### src/rtl/sram_bus_bridge_if.sv
// Core-side request/response channel between a CPU pipeline and the SRAM bridge.
// The core drives requests (master); the bridge answers with data and stall (slave).
interface sram_bus_bridge_if #(
  parameter int ADDR_W = 32,
  parameter int DATA_W = 32
) ();
  logic                  bus_en;
  logic [DATA_W/8-1:0]   bus_wen;
  logic [ADDR_W-1:0]     bus_addr;
  logic [DATA_W-1:0]     bus_wdata;
  logic [DATA_W-1:0]     bus_rdata;
  logic                  bus_streq;

  modport master (
    output bus_en, bus_wen, bus_addr, bus_wdata,
    input  bus_rdata, bus_streq
  );

  modport slave (
    input  bus_en, bus_wen, bus_addr, bus_wdata,
    output bus_rdata, bus_streq
  );
endinterface

### src/rtl/sram_bus_bridge.sv
// Adapter from a core bus channel to a synchronous SRAM with configurable read
// latency, optional write stall and a read-result hold register.
module sram_bus_bridge #(
  parameter int ADDR_W   = 32,
  parameter int DATA_W   = 32,
  parameter int RD_LAT   = 1,
  parameter int WR_STALL = 0
) (
  input  logic                clk,
  input  logic                resetn,
  sram_bus_bridge_if.slave    bus,
  output logic                sram_en,
  output logic [DATA_W/8-1:0] sram_wen,
  output logic [ADDR_W-1:0]   sram_addr,
  output logic [DATA_W-1:0]   sram_wdata,
  input  logic [DATA_W-1:0]   sram_rdata
);
  localparam int BE_W = DATA_W / 8;
  localparam int CNT_INIT_I = (RD_LAT > 1) ? (RD_LAT - 2) : 0;
  localparam logic [1:0] CNT_INIT = 2'(CNT_INIT_I);

  typedef enum logic [1:0] {
    ST_IDLE = 2'd0,
    ST_WAIT = 2'd1,
    ST_DONE = 2'd2
  } state_t;

  localparam state_t ST_RD_NEXT = (RD_LAT > 1) ? ST_WAIT : ST_DONE;

  state_t            state_r;
  logic [1:0]        cnt_r;
  logic              hold_valid_r;
  logic [ADDR_W-1:0] hold_addr_r;
  logic [DATA_W-1:0] hold_data_r;
  logic [ADDR_W-1:0] req_addr_r;
  logic [DATA_W-1:0] req_wdata_r;
  logic              req_wr_r;

  logic rd_s;
  logic wr_s;
  logic hit_s;

  assign rd_s  = bus.bus_en && (bus.bus_wen == {BE_W{1'b0}});
  assign wr_s  = bus.bus_en && (bus.bus_wen != {BE_W{1'b0}});
  assign hit_s = hold_valid_r && (bus.bus_addr == hold_addr_r);

  // Bus and SRAM outputs; all strobes are forced low while reset is asserted.
  always_comb begin
    sram_en       = 1'b0;
    sram_wen      = {BE_W{1'b0}};
    sram_addr     = req_addr_r;
    sram_wdata    = req_wdata_r;
    bus.bus_streq = 1'b0;
    bus.bus_rdata = hold_data_r;
    if (!resetn) begin
      bus.bus_rdata = {DATA_W{1'b0}};
    end else begin
      case (state_r)
        ST_IDLE: begin
          sram_addr  = bus.bus_addr;
          sram_wdata = bus.bus_wdata;
          if (wr_s) begin
            sram_en       = 1'b1;
            sram_wen      = bus.bus_wen;
            bus.bus_streq = (WR_STALL != 0);
          end else if (rd_s && !hit_s) begin
            sram_en       = 1'b1;
            bus.bus_streq = 1'b1;
          end else begin
            sram_en       = 1'b0;
            bus.bus_streq = 1'b0;
          end
        end
        ST_WAIT: bus.bus_streq = 1'b1;
        ST_DONE: begin
          if (!req_wr_r) begin
            bus.bus_rdata = sram_rdata;
          end else begin
            bus.bus_rdata = hold_data_r;
          end
        end
        default: bus.bus_streq = 1'b0;
      endcase
    end
  end

  // Request tracking, latency countdown and hold-register maintenance.
  always_ff @(posedge clk or negedge resetn) begin
    if (!resetn) begin
      state_r      <= ST_IDLE;
      cnt_r        <= 2'd0;
      hold_valid_r <= 1'b0;
      hold_addr_r  <= {ADDR_W{1'b0}};
      hold_data_r  <= {DATA_W{1'b0}};
      req_addr_r   <= {ADDR_W{1'b0}};
      req_wdata_r  <= {DATA_W{1'b0}};
      req_wr_r     <= 1'b0;
    end else begin
      case (state_r)
        ST_IDLE: begin
          if (wr_s) begin
            hold_valid_r <= 1'b0;
            req_addr_r   <= bus.bus_addr;
            req_wdata_r  <= bus.bus_wdata;
            req_wr_r     <= 1'b1;
            if (WR_STALL != 0) begin
              state_r <= ST_DONE;
            end else begin
              state_r <= ST_IDLE;
            end
          end else if (rd_s && !hit_s) begin
            hold_valid_r <= 1'b0;
            req_addr_r   <= bus.bus_addr;
            req_wr_r     <= 1'b0;
            cnt_r        <= CNT_INIT;
            state_r      <= ST_RD_NEXT;
          end else begin
            state_r <= ST_IDLE;
          end
        end
        ST_WAIT: begin
          if (cnt_r == 2'd0) begin
            state_r <= ST_DONE;
          end else begin
            cnt_r <= cnt_r - 2'd1;
          end
        end
        ST_DONE: begin
          // A flushed read still fills the hold register so the data is not lost.
          if (!req_wr_r) begin
            hold_data_r  <= sram_rdata;
            hold_addr_r  <= req_addr_r;
            hold_valid_r <= 1'b1;
          end else begin
            hold_valid_r <= hold_valid_r;
          end
          state_r <= ST_IDLE;
        end
        default: state_r <= ST_IDLE;
      endcase
    end
  end
endmodule
### src/flat_wrapper.sv
// flat-port wrapper written by rule: the top's interface ports become plain ports
module sram_bus_bridge_flat 
#(
  parameter int ADDR_W   = 32,
  parameter int DATA_W   = 32,
  parameter int RD_LAT   = 1,
  parameter int WR_STALL = 0
)
  (clk, resetn, sram_en, sram_wen, sram_addr, sram_wdata, sram_rdata, bus_bus_en, bus_bus_wen, bus_bus_addr, bus_bus_wdata, bus_bus_rdata, bus_bus_streq);
  sram_bus_bridge_if #(.ADDR_W(ADDR_W), .DATA_W(DATA_W)) bus_i ();
  input  logic clk;
  input  logic resetn;
  output logic sram_en;
  output logic [DATA_W/8-1:0] sram_wen;
  output logic [ADDR_W-1:0] sram_addr;
  output logic [DATA_W-1:0] sram_wdata;
  input  logic [DATA_W-1:0] sram_rdata;
  input wire logic [$bits(bus_i.bus_en)-1:0] bus_bus_en;
  input wire logic [$bits(bus_i.bus_wen)-1:0] bus_bus_wen;
  input wire logic [$bits(bus_i.bus_addr)-1:0] bus_bus_addr;
  input wire logic [$bits(bus_i.bus_wdata)-1:0] bus_bus_wdata;
  output wire logic [$bits(bus_i.bus_rdata)-1:0] bus_bus_rdata;
  output wire logic [$bits(bus_i.bus_streq)-1:0] bus_bus_streq;
  assign bus_i.bus_en = bus_bus_en;
  assign bus_i.bus_wen = bus_bus_wen;
  assign bus_i.bus_addr = bus_bus_addr;
  assign bus_i.bus_wdata = bus_bus_wdata;
  assign bus_bus_rdata = bus_i.bus_rdata;
  assign bus_bus_streq = bus_i.bus_streq;
  sram_bus_bridge #(.ADDR_W(ADDR_W), .DATA_W(DATA_W), .RD_LAT(RD_LAT), .WR_STALL(WR_STALL)) u_core (.clk(clk), .resetn(resetn), .bus(bus_i), .sram_en(sram_en), .sram_wen(sram_wen), .sram_addr(sram_addr), .sram_wdata(sram_wdata), .sram_rdata(sram_rdata));
endmodule
### config.mk
export PLATFORM = sky130hd
export DESIGN_NAME = sram_bus_bridge_flat
export DESIGN_NICKNAME = d
export VERILOG_FILES = /design/src/rtl/sram_bus_bridge_if.sv /design/src/rtl/sram_bus_bridge.sv /design/src/flat_wrapper.sv
export SDC_FILE = /design/constraint.sdc
export NUM_CORES = 1
export LEC_CHECK = 0
export CORE_ASPECT_RATIO = 0.7
export CORE_MARGIN = 4
export CORE_UTILIZATION = 30
export CTS_BUF_LIST = sky130_fd_sc_hd__clkbuf_8 sky130_fd_sc_hd__clkbuf_16
export DETAILED_ROUTE_END_ITERATION = 8
export HOLD_SLACK_MARGIN = 0.15
export PLACE_DENSITY_LB_ADDON = 0.15
export REMOVE_ABC_BUFFERS = 1
export SYNTH_ARGS = -nofsm -noshare
export SYNTH_HDL_FRONTEND = slang
export SYNTH_SLANG_ARGS = --single-unit
### constraint.sdc
create_clock -name clk -period 4.2 [get_ports clk]
set_input_delay 1.26 -clock clk [delete_from_list [all_inputs] [get_ports clk]]
set_output_delay 1.26 -clock clk [all_outputs]
set_load 0.01 [all_outputs]
== After elaboration in Yosys (flattened, before gate mapping) ==
Cells that the tools add are included.
Widths: inputs -> output; s select.
Storage, ports and cells
  register bits after elaboration: 134
  bits of input ports: 103
  output and inout port bits: 102
  word-level logic and storage cells: 68
Operators by class
  $add $sub $neg: 1
  equality and inequality tests: 9
  multiplexer cells: 32
  bitwise logic cells: 1
  reduce and logical (&&, ||, !) cells: 17
Operator list (count)
  $mux 32: 9
  $eq 32x32->1: 1
  $mux 2: 6
  $mux 4: 3
  $mux 1: 10
  $pmux 2 s2: 2
  $ne 2x2->1 const B: 3
  $reduce_and 2->1: 3
  $reduce_bool 2->1: 3
  $logic_and 1x1->1: 4
  $logic_not 2->1: 2
  $logic_not 4->1: 1
  $ne 2x1->1 const B: 2
  $pmux 1 s2: 2
  $reduce_and 4->1: 1
  $reduce_bool 4->1: 1
  $ne 3x1->1 const B: 1
  $reduce_and 3->1: 1
  $eq 2x1->1 const B: 1
  $eq 2x2->1 const B: 1
  $sub 2x1->2 const B: 1
  $logic_not 1->1: 1
  $not 1->1: 1

== Logic depth before layout (Yosys ltp) ==
  word-level depth: 8
  gate-level depth with buffers: 8
  depth with buffers taken out: 6

== Worst setup path before layout ==
OpenSTA, ideal clock, no wires.
  kind: input -> output
  start point: input resetn
  end point: output sram_addr[17]
  data arrival time: 2.564 ns
  required time: 2.940 ns
  setup slack: 0.376 ns
  cell stages on the path: 5
  buffers on the path: 3
  cell sequence: nand2b_1 -> clkbuf_1 -> clkbuf_1 -> buf_1 -> mux2_2
Between the ends
  longest elaborated chain between the ends: 1
RTL lines
  start, declared: line flat_wrapper.sv:12  | input logic resetn;
  $mux 32: line sram_bus_bridge.sv:55  | if (!resetn) begin
  end, declared: line flat_wrapper.sv:15  | output logic [ADDR_W-1:0] sram_addr;
Every way passes these cells.

== Final worst setup path ==
  start point: input bus_bus_addr[7]
  end point: output sram_en
Between the ends
  longest elaborated chain between the ends: 8
RTL lines
  start, declared: line flat_wrapper.sv:20  | input wire logic [$bits(bus_i.bus_addr)-1:0] bus_bus_addr;
  $eq 32x32->1: line sram_bus_bridge.sv:45  | assign hit_s = hold_valid_r && (bus.bus_addr == hold_addr_r);
  $logic_and 1x1->1: line sram_bus_bridge.sv:45
  $logic_not 1->1: line sram_bus_bridge.sv:66  | end else if (rd_s && !hit_s) begin
  $logic_and 1x1->1: line sram_bus_bridge.sv:66
  $mux 1: line sram_bus_bridge.sv:66
  $mux 1: line sram_bus_bridge.sv:62  | if (wr_s) begin
  $mux 1: line sram_bus_bridge.sv:58  | case (state_r)
  $mux 1: line sram_bus_bridge.sv:55
  end, declared: line flat_wrapper.sv:13  | output logic sram_en;
Every way passes these cells.

==> impl_summary.txt <==
----------------------------------------------------
[Worst hold path]
  Classification of the worst-slack hold path ... flop to flop
  Start point of the worst min-delay path ... u_core.hold_data_r[2]

[Drt]
  Detailed-routing iteration count for the pre-antenna-repair pass ... 4
  Total Routed Length ... 16370 um
  Routed via count divided by cell count ... 4.478
  DRC violations left ... 0
  DRT antenna net count ... 0
  Detail-routed net length per standard cell ... 16.62 um
  Vias ... 4411
  Number of DRC violations after detailed-routing iteration 0 ... 132

[Yosys]
  Share of the synthesized netlist area taken by xor and xnor gates ... 2.998%
  Yosys warning count ... 0
  Multiplexer fraction of the synthesized cell area ... 34.64%
  Share of the synthesized area in compound gates (AO/OA/AOI/OAI) ... 1.616%
  Adder-cell share of the synthesized area ... 0%
  #FFs+latches synth ... 131
  Basic-gate share of the synthesized area counting and, or, nand and nor cells ... 6.756%
  Main combinational cell family by area after synthesis ... multiplexers
  Yosys cell types ... 32
  Number of enable-type register cells in the synthesized netlist ... 0
  Largest cells by area after synthesis ... dfrtp_1 (51%), mux2_2 (27%), mux2_4 (6.8%), and2_1 (3.1%), xor2_1 (2.9%)
  Part of the Yosys area used for sequential elements ... 51.01%
  Library cell occupying the most area in the post-synthesis netlist ... dfrtp_1
  Mapped Area ... 0.006426 sq mm
  Area fraction of the dominant cell type after synthesis ... 51.01%
  Most common flop cell mapped by yosys ... dfrtp_1
  Share of synthesized registers carrying an async set or reset ... 100.0%
  Synthesized area divided by synthesized cell count ... 13.88 sq um
  Synthesized instance count ... 463

[Die]
  Die Outline Area ... 0.02386 sq mm
  Die boundary width ... 182.9 um
  Chip Height ... 130.5 um
  Core area ... 0.02087 sq mm
  Initial standard-cell utilization of the core ... 30.80%
  Number of placement rows ... 44
  Number of placed I/O pins ... 205

[Clock tree]
  Clock slew seen by the registers of the worst setup and hold paths ... 0.06 ns
  Max Buffers Root-to-Sink ... 2
  CTS H-tree lvls ... 4
  Clock root cell ... clkbuf_16
  Number of clock buffers inserted by TritonCTS ... 17
  CTS tree ... built
  Clock sink total ... 131
  Skew-Pair Late Insertion Delay ... 0.42 ns

[GRT]
  First-pass GRT wire length ... 26090 um
  Vias in the first global route ... 4889
  Maximum number of pins on one net before global-route repair ... 94
  Overall track demand over capacity in global routing ... 13.84%
  Antenna violations before repair ... 0
  Grt ovf ... 0

[Worst setup path]
  Worst reg2reg setup slack ... 1.50 ns
  Kind of critical path ... primary input to output pin
  Critical path startpoint ... bus_bus_addr[7]
  Arrival time of the worst setup path ... 2.83 ns
  Required @ worst endpoint ... 2.94 ns
  Worst stage delay on the critical path ... 0.56 ns
  Slowest CP cell ... or4_4
  Kind of end point of the critical path ... output pin
  Startpoint Class ... primary input
  Sequence of cells on the critical path ... clkbuf_2 -> inv_2 -> o221ai_2 -> or4_4 -> nor4_4 -> buf_4 -> a21oi_1 -> buf_2
  CP max FO ... 3
  RR Startpoint ... u_core.hold_addr_r[15]

[Timing]
  Final number of max-transition violations ... 0
  Setup slack after layout ... 0.1076 ns
  Maximum clock frequency ... 244.4 MHz
  Clock skew ... 0.01122 ns
  Worst relative slew slack ... 59.73%
  Transition time at the pin with the least slew margin ... 0.6040 ns
  Min Clock Period, post-route ... 4.092 ns
  Final worst-path cycle share ... 97.44%
  Count of final hold-check violations ... 0
  Worst-case hold slack ... 0.4902 ns
  Setup violation total in the final timing report ... 0

[Layout]
  Fill count ... 1893
  Antenna Diode Count ... 0
  Layout cell share with drive strength beyond 1 ... 41.18%
  Number of nets in the layout ... 799
  Signed area change from the synthesized netlist to the final layout ... 50.31%

[Power]
  Leakage power summed over all cells ... 4.242 nW
  Pwr/cell area ... 379.5 mW/mm^2
  Worst-case vdd ir drop ... 0.0002199 V

[Place]
  Placer Congestion ... 0.7206
  Input/output buffers ... 204
  Detailed Place HPWL ... 11790 um
  Pre-CTS setup slack ... -0.7007 ns

[Flow run]
  Max_cap viols ... 0

[Status]
  Outcome ... completed

----------------------------------------------------
cell type report:
class / instances / area, sq um / share of cell area, %
clock buffers: 17 / 425.4 / 4.404
clock inverters: 15 / 156.4 / 1.619
inverters: 9 / 33.78 / 0.3497
multi-input cells: 296 / 3098 / 32.07
flip-flops and latches: 131 / 3278 / 33.94
well taps: 276 / 345.3 / 3.575
repair buffers: 241 / 2322 / 24.04
timing repair:
item | CTS | global route
pin swaps | 13 | 12
buffers inserted | 2 | 2
endpoints found under the setup margin | 2 | 2
hold buffers | 0 | 0
gates resized for setup | 73 | 32
critical path, delay by kind of cell:
kind | cells | cell delay (ns)
and+or+nand+nor | 2 | 0.86
buffers and inverters | 4 | 0.52
AOI/OAI and AO/OA | 2 | 0.19
power by group:
group	internal, W	leakage (nW)	switching [W]
registers	0.00139	1.60	0.0000676
clock network	0.000878	0.278	0.000585
logic	0.000465	2.37	0.000280
total	0.00273	4.24	0.000933
cells in the final DEF, fill, tap and decap left out, drive strengths merged:
cell and instances:
a2111oi 3, a21bo 1, a21boi 1, a21oi 2
and2 32, and3 4, buf 44, bufinv 2
clkbuf 28, clkdlybuf4s15 6, clkdlybuf4s50 170, clkinv 5
clkinvlp 4, dfrtp 131, dlygate4sd2 8, dlymetal6s2s 2
inv 13, mux2 188, nand2 8, nand2b 3
nand3 1, nand4 1, nor2 3, nor2b 9
nor3 2, nor4 6, o21ai 4, o221ai 2
o22ai 2, or4 2, xnor2 1, xor2 21
stage by stage:
stage	std cells	total power [W]	TNS (ns)	instance area, sq um	utilization [%]
2_1_floorplan	436	0.001809	-17.43	6269	-
3_3_place_gp	949	0.002209	-1.495	9007	43.17
3_5_place_dp	949	0.002227	-1.361	9007	43.17
4_1_cts	983	0.003731	0	9638	46.19
5_1_grt	985	0.003854	-0.00002442	9659	46.29
6_report	985	0.003666	0	9659	46.29
layer usage:
metal	global-route usage (%)	part of all wire, %	up-vias	wire length (um)
met5	0	0	-	0
met4	4.247	0.89	0	146
met3	3.542	4.6	9	757
met2	22.11	48	90	7866
met1	18.71	46	2204	7603
li1	-	-	2108	-
cell families (layout without fill, tap and decap cells):
group / after synthesis / count (layout)
xor gates and xnor gates: 22 / 22
buffers and inverters: 36 / 282
AOI/OAI and AO/OA: 15 / 15
and+or+nand+nor: 71 / 71
muxes: 188 / 188
DFF: 131 / 131
cells in the mapped netlist, types with 3 or more instances:
cell type and number:
buf_12 3, mux2_4 29, mux2_1 3, nor2_1 3, nor2b_1 9, buf_1 5, clkbuf_1 18, nand2_1 8
dfrtp_1 131, xor2_1 21, nand2b_1 3, nor4_1 5, and3_1 4, a2111oi_0 3, inv_1 8, o21ai_0 4
and2_1 32, mux2_2 156
registers in the layout, summed over array words and instances (netlist names):
signal               count
u_core.req_addr_r       32
u_core.req_wdata_r      32
u_core.hold_valid_r      1
u_core.state_r           1
u_core.hold_data_r      32
u_core.req_wr_r          1
u_core.hold_addr_r      32
worst paths after layout:
path                                                to  cells after the start
worst max register to register   u_core.req_addr_r[25]                     10
worst min register to register   u_core.hold_data_r[2]                      1
max in group asynchronous       u_core.hold_addr_r[29]                      3
min in group asynchronous       u_core.req_wdata_r[26]                      2
worst max-delay path                           sram_en                      8
worst min-delay path             u_core.hold_data_r[2]                      1
No activity file was read; power rests on OpenSTA's default activity.
